File: config.mk
export PLATFORM = sky130hd
export DESIGN_NAME = conv_sched
export DESIGN_NICKNAME = d
export VERILOG_FILES = /design/src/rtl/conv_sched.sv
export SDC_FILE = /design/constraint.sdc
export NUM_CORES = 1
export LEC_CHECK = 0
export CELL_PAD_IN_SITES_DETAIL_PLACEMENT = 0
export CELL_PAD_IN_SITES_GLOBAL_PLACEMENT = 2
export CORE_ASPECT_RATIO = 0.7
export CORE_UTILIZATION = 34
export CTS_CLUSTER_SIZE = 28
export DETAILED_ROUTE_END_ITERATION = 6
export GPL_TIMING_DRIVEN = 0
export PLACE_DENSITY_LB_ADDON = 0.3
export REMOVE_ABC_BUFFERS = 1
export SLEW_MARGIN = 15
export SYNTH_ARGS = -nofsm -noshare
export SYNTH_HDL_FRONTEND = slang
export SYNTH_SLANG_ARGS = --single-unit
File: constraint.sdc
create_clock -name clk -period 2.7 [get_ports clk]
set_input_delay 0.675 -clock clk [delete_from_list [all_inputs] [get_ports clk]]
set_output_delay 0.675 -clock clk [all_outputs]
set_load 0.03 [all_outputs]
File: src/rtl/conv_sched.sv
// Frame-level sequencer for the ConvLayer_calc datapath: issues one kernel window per
// handshake, tags returning results with their output row/column, and flags drain errors.
module conv_sched #(
   parameter int IMG_W  = 8,
   parameter int IMG_H  = 8,
   parameter int KERNEL = 3,
   parameter int LAT    = 4,
   parameter int CW     = 8
) (
   input  logic          clk,
   input  logic          rst,
   input  logic          start,
   input  logic          abort,
   input  logic          win_valid,
   output logic          win_ready,
   output logic          calc_en,
   input  logic          calc_en_out,
   output logic          out_valid,
   output logic [CW-1:0] out_row,
   output logic [CW-1:0] out_col,
   output logic          out_last,
   output logic          busy,
   output logic          done,
   output logic          err
);

   localparam int OW = IMG_W - KERNEL + 1;
   localparam int OH = IMG_H - KERNEL + 1;
   localparam logic [CW-1:0] OW_M1 = CW'(OW - 1);
   localparam logic [CW-1:0] OH_M1 = CW'(OH - 1);
   localparam int TW = $clog2(LAT + 3);
   // The timeout window is LAT+2 cycles counted from the result cycle itself,
   // so the register is loaded one lower than the window length.
   localparam logic [TW-1:0] TMO_LOAD = TW'(LAT + 1);

   typedef enum logic [1:0] {IDLE, RUN, DRAIN, DONE} state_t;

   state_t        state;
   logic [CW-1:0] iss_row, iss_col;
   logic [CW-1:0] res_row, res_col;
   logic [TW-1:0] tmo;
   logic          res_seen;
   logic          iss_at_last, res_at_last;

   assign win_ready   = (state == RUN);
   assign busy        = (state == RUN) || (state == DRAIN);
   assign done        = (state == DONE);
   assign calc_en     = win_valid & win_ready;
   assign out_valid   = calc_en_out & busy;
   assign out_row     = res_row;
   assign out_col     = res_col;
   assign iss_at_last = (iss_row == OH_M1) && (iss_col == OW_M1);
   assign res_at_last = (res_row == OH_M1) && (res_col == OW_M1);
   assign out_last    = out_valid & res_at_last;

   // NOTE: state registers use non-blocking assignment only, so every read in this
   // block sees the pre-edge value and several assignments to one register resolve
   // to the last one executed.
   always_ff @(posedge clk or negedge rst) begin
      if (!rst) begin
         state    <= IDLE;
         iss_row  <= '0;
         iss_col  <= '0;
         res_row  <= '0;
         res_col  <= '0;
         tmo      <= '0;
         res_seen <= 1'b0;
         err      <= 1'b0;
      end else if (abort) begin
         state    <= IDLE;
         iss_row  <= '0;
         iss_col  <= '0;
         res_row  <= '0;
         res_col  <= '0;
         tmo      <= '0;
         res_seen <= 1'b0;
      end else begin
         if (calc_en) begin
            if (iss_col == OW_M1) begin
               iss_col <= '0;
               iss_row <= (iss_row == OH_M1) ? '0 : iss_row + CW'(1);
            end else begin
               iss_col <= iss_col + CW'(1);
            end
         end
         if (out_valid) begin
            if (res_col == OW_M1) begin
               res_col <= '0;
               res_row <= (res_row == OH_M1) ? '0 : res_row + CW'(1);
            end else begin
               res_col <= res_col + CW'(1);
            end
         end

         case (state)
            IDLE: begin
               if (start) begin
                  state    <= RUN;
                  iss_row  <= '0;
                  iss_col  <= '0;
                  res_row  <= '0;
                  res_col  <= '0;
                  res_seen <= 1'b0;
                  err      <= 1'b0;
               end
            end
            RUN: begin
               if (out_valid && res_at_last) res_seen <= 1'b1;
               // A short datapath may deliver the final result before the final issue.
               if (calc_en && iss_at_last) begin
                  if (res_seen || (out_valid && res_at_last)) begin
                     state <= DONE;
                  end else begin
                     state <= DRAIN;
                     tmo   <= TMO_LOAD;
                  end
               end
            end
            DRAIN: begin
               if (out_valid) begin
                  tmo <= TMO_LOAD;
                  if (res_at_last) state <= DONE;
               end else if (tmo <= TW'(1)) begin
                  state <= DONE;
                  err   <= 1'b1;
               end else begin
                  tmo <= tmo - TW'(1);
               end
            end
            default: begin
               state    <= IDLE;
               res_seen <= 1'b0;
            end
         endcase

         // Stray results outside a frame are an error; this wins over the start clear.
         if (calc_en_out && !busy) err <= 1'b1;
      end
   end

endmodule

==> results.env <==
CTS.SINKS=39
SETUP.WORST_PATH.CLASS='reg2out'
DP_WIRELENGTH_MM=3.73
FLOORPLAN.ROWS=24
CRITPATHARRIVALTIME_NS=2.03
CP_ENDPOINT_KIND='output pin'
LAYOUT.FILLER_CELLS=635
GRT_USAGE_PCT=15.6
CRITICAL_PATH.MAX_FANOUT=6
SYNTH-EDFF-COUNT=0
IO_BUFFER_COUNT=28
GRT_SETUP_UNREPAIRED='yes'
CTS_MAX_PATH_BUFFERS=2
DR_TOTAL_VIAS=1804
DRT_PRE_ANTENNA_ITERS=4
CAP_VIOL_MAX_COUNT=0
AVGROUTEDWIREPERCELL_UM=13.5
POSTSYNTHAREAPERCELL_UM2=9.34
SYNTHTOPCELLSBYAREA='sky130_fd_sc_hd__dfrtp_1, sky130_fd_sc_hd__ha_1, sky130_fd_sc_hd__xor2_1'
CLOCK_TREE.ROOT_CELL='sky130_fd_sc_hd__clkbuf_8'
TIGHTESTPINTRANSITION_NS=0.776
TOTALNEGATIVESETUPSLACK_NS=-0.00955
TIMING.HOLD.WORST.CLASS='in2async'
OVERFLOW=0
POST-ROUTE-MIN-PERIOD_NS=2.71
YOSYS_REGISTER_BITS=39
GRT_ANTENNA_BEFORE_REPAIR=0
SYNTHARSTFLOPSHARE_PCT=100
FLOORPLAN_CORE_AREA_MM2=0.00637
TIMING.FINAL.WS_SETUP_NS=-0.00955
FINAL_NET_COUNT=299
WORST_SETUP_PATH_START_KIND='flop'
GRT_PASS1_VIAS=1732
CTS_TREE='done'
LAYOUT-DRIVE-GT1-SHARE_PCT=12.9
SYNTHESIS.INSTANCES=246
TOTAL_WIRELENGTH_MM=4.99
POSTROUTEANTENNANETS=0
SYNTH.YOSYS.SEQ_AREA_SHARE_PCT=42.5
MAXSLEWVIOLCOUNT=0
SYNTH_TOP_AREA_CELL='sky130_fd_sc_hd__dfrtp_1'
STATUS='complete, but fails checks'
CTS.REPORTEDPATHS.CLKPINSLEW_NS=0.08
DIE_X_UM=100
PEAKVDDDROP_mV=0.210
USE_MET2_PCT=20.6
CTS-BUFFERS-INSERTED=5
MIN_PERIOD_OVER_PERIOD_PCT=100
CP.REQUIRED_NS=2.03
FLOORPLAN.IO_PINS=29
DIE_Y_UM=70.8
REGISTER_TO_REGISTER_PATH_DEPTH=7
REMAINING_DRC_ERRORS=0
FAILED_CHECKS='negative setup slack'
POSTSYNTH.TOPFLOPCELL='sky130_fd_sc_hd__dfrtp_1'
WORST_SKEW_PAIR.LATE_LATENCY_NS=0.29
ROUTABILITYCONGESTION=0.759
POST_SYNTH_INSTANCE_AREA_MM2=0.00230
YOSYSWARNINGS=0
POWER.LEAKAGE_nW=1.17
FIN_WORST_SKEW_NS=0.0110
CTS-HTREE-LEVELS=2
GR-USAGE-MET1_PCT=24.8
MAX-SLEW-MARGIN-REL_PCT=47.6
DIE-AREA_MM2=0.00709
PLACE_WORST_SETUP_SLACK_NS=-0.800
CELLPOWERDENSITY_mW_PER_MM2=633
FIRST_PASS_GRT_WIRE_LENGTH_MM=8.65
TIMING.FINAL.HOLD_VIOLATIONS=0
GLOBALROUTE.BUSIESTLAYER='met1'
GR-USAGE-MET3_PCT=3.66
FMAX_MHz=369
INITIAL_UTILIZATION_PCT=36.1
INSTANCES_NO_FILL=370
GRT_MAX_DEGREE=25
AREA_GROWTH_PCT=23.7
SETUP_VIOL_COUNT_FINAL=1
YOSYS.CELL_TYPES.COUNT=46
SYNTH.TOP_CELL.AREA_SHARE_PCT=42.5
DRT-VIAS-PER-INSTANCE=4.88
P_TOTAL_mW=1.80
N_ANTENNA_CELL=0
COUNT_OF_ROUTING_VIOLATIONS_AFTER_THE_OPENING_DETAILED_ROUTE_ITERATION=86
PLACED_CELLS=361
-- per-layer routing --
metal	vias up	share of wire (%)
met4	0	1.0
li1	919	-
met5	-	0
met3	5	3.5
met1	853	57
met2	27	38
-- placed cells by master (no fill, tap or decap), drive strengths merged, types with 4 or more instances in the layout --
master	netlist	layout
and3	6	6
o21ai	6	6
or3	4	4
a21oi	7	7
clkbuf	3	6
nand3	11	11
ha	14	14
nand2	21	21
nand4	7	7
inv	11	11
xor2	19	19
clkdlybuf4s50	0	23
a211oi	8	8
xnor2	8	8
buf	2	5
nor3	7	7
nor2	43	43
or4	4	4
dfrtp	39	39
-- kinds of logic after synthesis --
kind of cell / Yosys count / share of synthesized area [%]
flip-flops: 39 / 42.5
AND/OR/NAND/NOR: 114 / 24.6
buffers and inverters: 17 / 2.83
AO/OA/AOI/OAI: 35 / 12.1
adder cells (fa/ha/maj): 14 / 7.63
XOR/XNOR: 27 / 10.3
-- synthesized netlist by cell type (2+ instances only) --
master	n
sky130_fd_sc_hd__nor2_1	43
sky130_fd_sc_hd__dfrtp_1	39
sky130_fd_sc_hd__nand2_1	21
sky130_fd_sc_hd__xor2_1	19
sky130_fd_sc_hd__ha_1	14
sky130_fd_sc_hd__inv_1	11
sky130_fd_sc_hd__nand3_1	11
sky130_fd_sc_hd__xnor2_1	8
sky130_fd_sc_hd__a211oi_1	7
sky130_fd_sc_hd__a21oi_1	7
sky130_fd_sc_hd__nand4_1	7
sky130_fd_sc_hd__and3_1	5
sky130_fd_sc_hd__nor3_1	5
sky130_fd_sc_hd__or3_1	4
sky130_fd_sc_hd__clkbuf_1	3
sky130_fd_sc_hd__o21ai_0	3
sky130_fd_sc_hd__o21ai_1	3
sky130_fd_sc_hd__a221oi_2	2
sky130_fd_sc_hd__a22o_1	2
sky130_fd_sc_hd__nand2b_1	2
sky130_fd_sc_hd__nor3_2	2
sky130_fd_sc_hd__nor4_1	2
sky130_fd_sc_hd__or4_1	2
sky130_fd_sc_hd__or4_4	2
-- sequential cells by signal, indices dropped and copies added, names as in the netlist --
register	count
res_seen	1
state	2
iss_col	8
tmo	3
err	1
iss_row	8
out_row	8
out_col	8
-- power breakdown --
group | internal (mW) | leakage [nW] | switching [mW]
Combinational | 0.294 | 0.592 | 0.423
Sequential | 0.628 | 0.535 | 0.0475
Clock | 0.201 | 0.0470 | 0.205
-- final cells by class --
cell class	count	area [µm²]	share of cell area, %
Multi-Input combinational cell	190	1310	46.1
Sequential cell	39	978	34.4
Timing Repair Buffer	31	308	10.8
Tap cell	91	114	4.01
Clock buffer	6	82.6	2.90
Inverter	12	45.0	1.58
Clock inverter	1	5.00	0.176
-- path summary, 6_finish.rpt --
check | from | end | slack (ns)
max | out_col[4]$_DFF_PN0_ | out_last | -0.01
min | rst | out_col[6]$_DFF_PN0_ | 0.30
max reg2reg | out_row[1]$_DFF_PN0_ | state[1]$_DFFE_PN0P_ | 0.33
min reg2reg | tmo[1]$_DFFE_PN0P_ | tmo[1]$_DFFE_PN0P_ | 0.53
max in group asynchronous | rst | out_col[3]$_DFF_PN0_ | 1.94
min in group clk | tmo[1]$_DFFE_PN0P_ | tmo[1]$_DFFE_PN0P_ | 0.53
-- metrics by stage --
| step | area [µm²] | hold WS [ns] | utilization (%) |
|---|---|---|---|
| 2_1_floorplan | 2280 | 0.379 | - |
| 3_3_place_gp | 2670 | 0.520 | 42.0 |
| 3_5_place_dp | 2690 | 0.516 | 42.2 |
| 4_1_cts | 2790 | 0.303 | 43.9 |
| 5_1_grt | 2840 | 0.320 | 44.7 |
| 6_report | 2840 | 0.303 | 44.7 |
-- critical path, stage by stage (launching register included) --
cell and delay (ns):
sky130_fd_sc_hd__dfrtp_1 0.44, sky130_fd_sc_hd__or4_4 0.58, sky130_fd_sc_hd__or3_4 0.44, sky130_fd_sc_hd__nor2_4 0.15, sky130_fd_sc_hd__buf_6 0.14
-- timing repair --
action,CTS,global route
hold buffers,0,0
gates cloned,0,0
setup endpoints to repair,13,4
pin swaps,0,0
resized for setup,16,8
buffers inserted,0,2
hold endpoints to repair,0,0
Note: power is estimated with default switching activity, not from simulation.
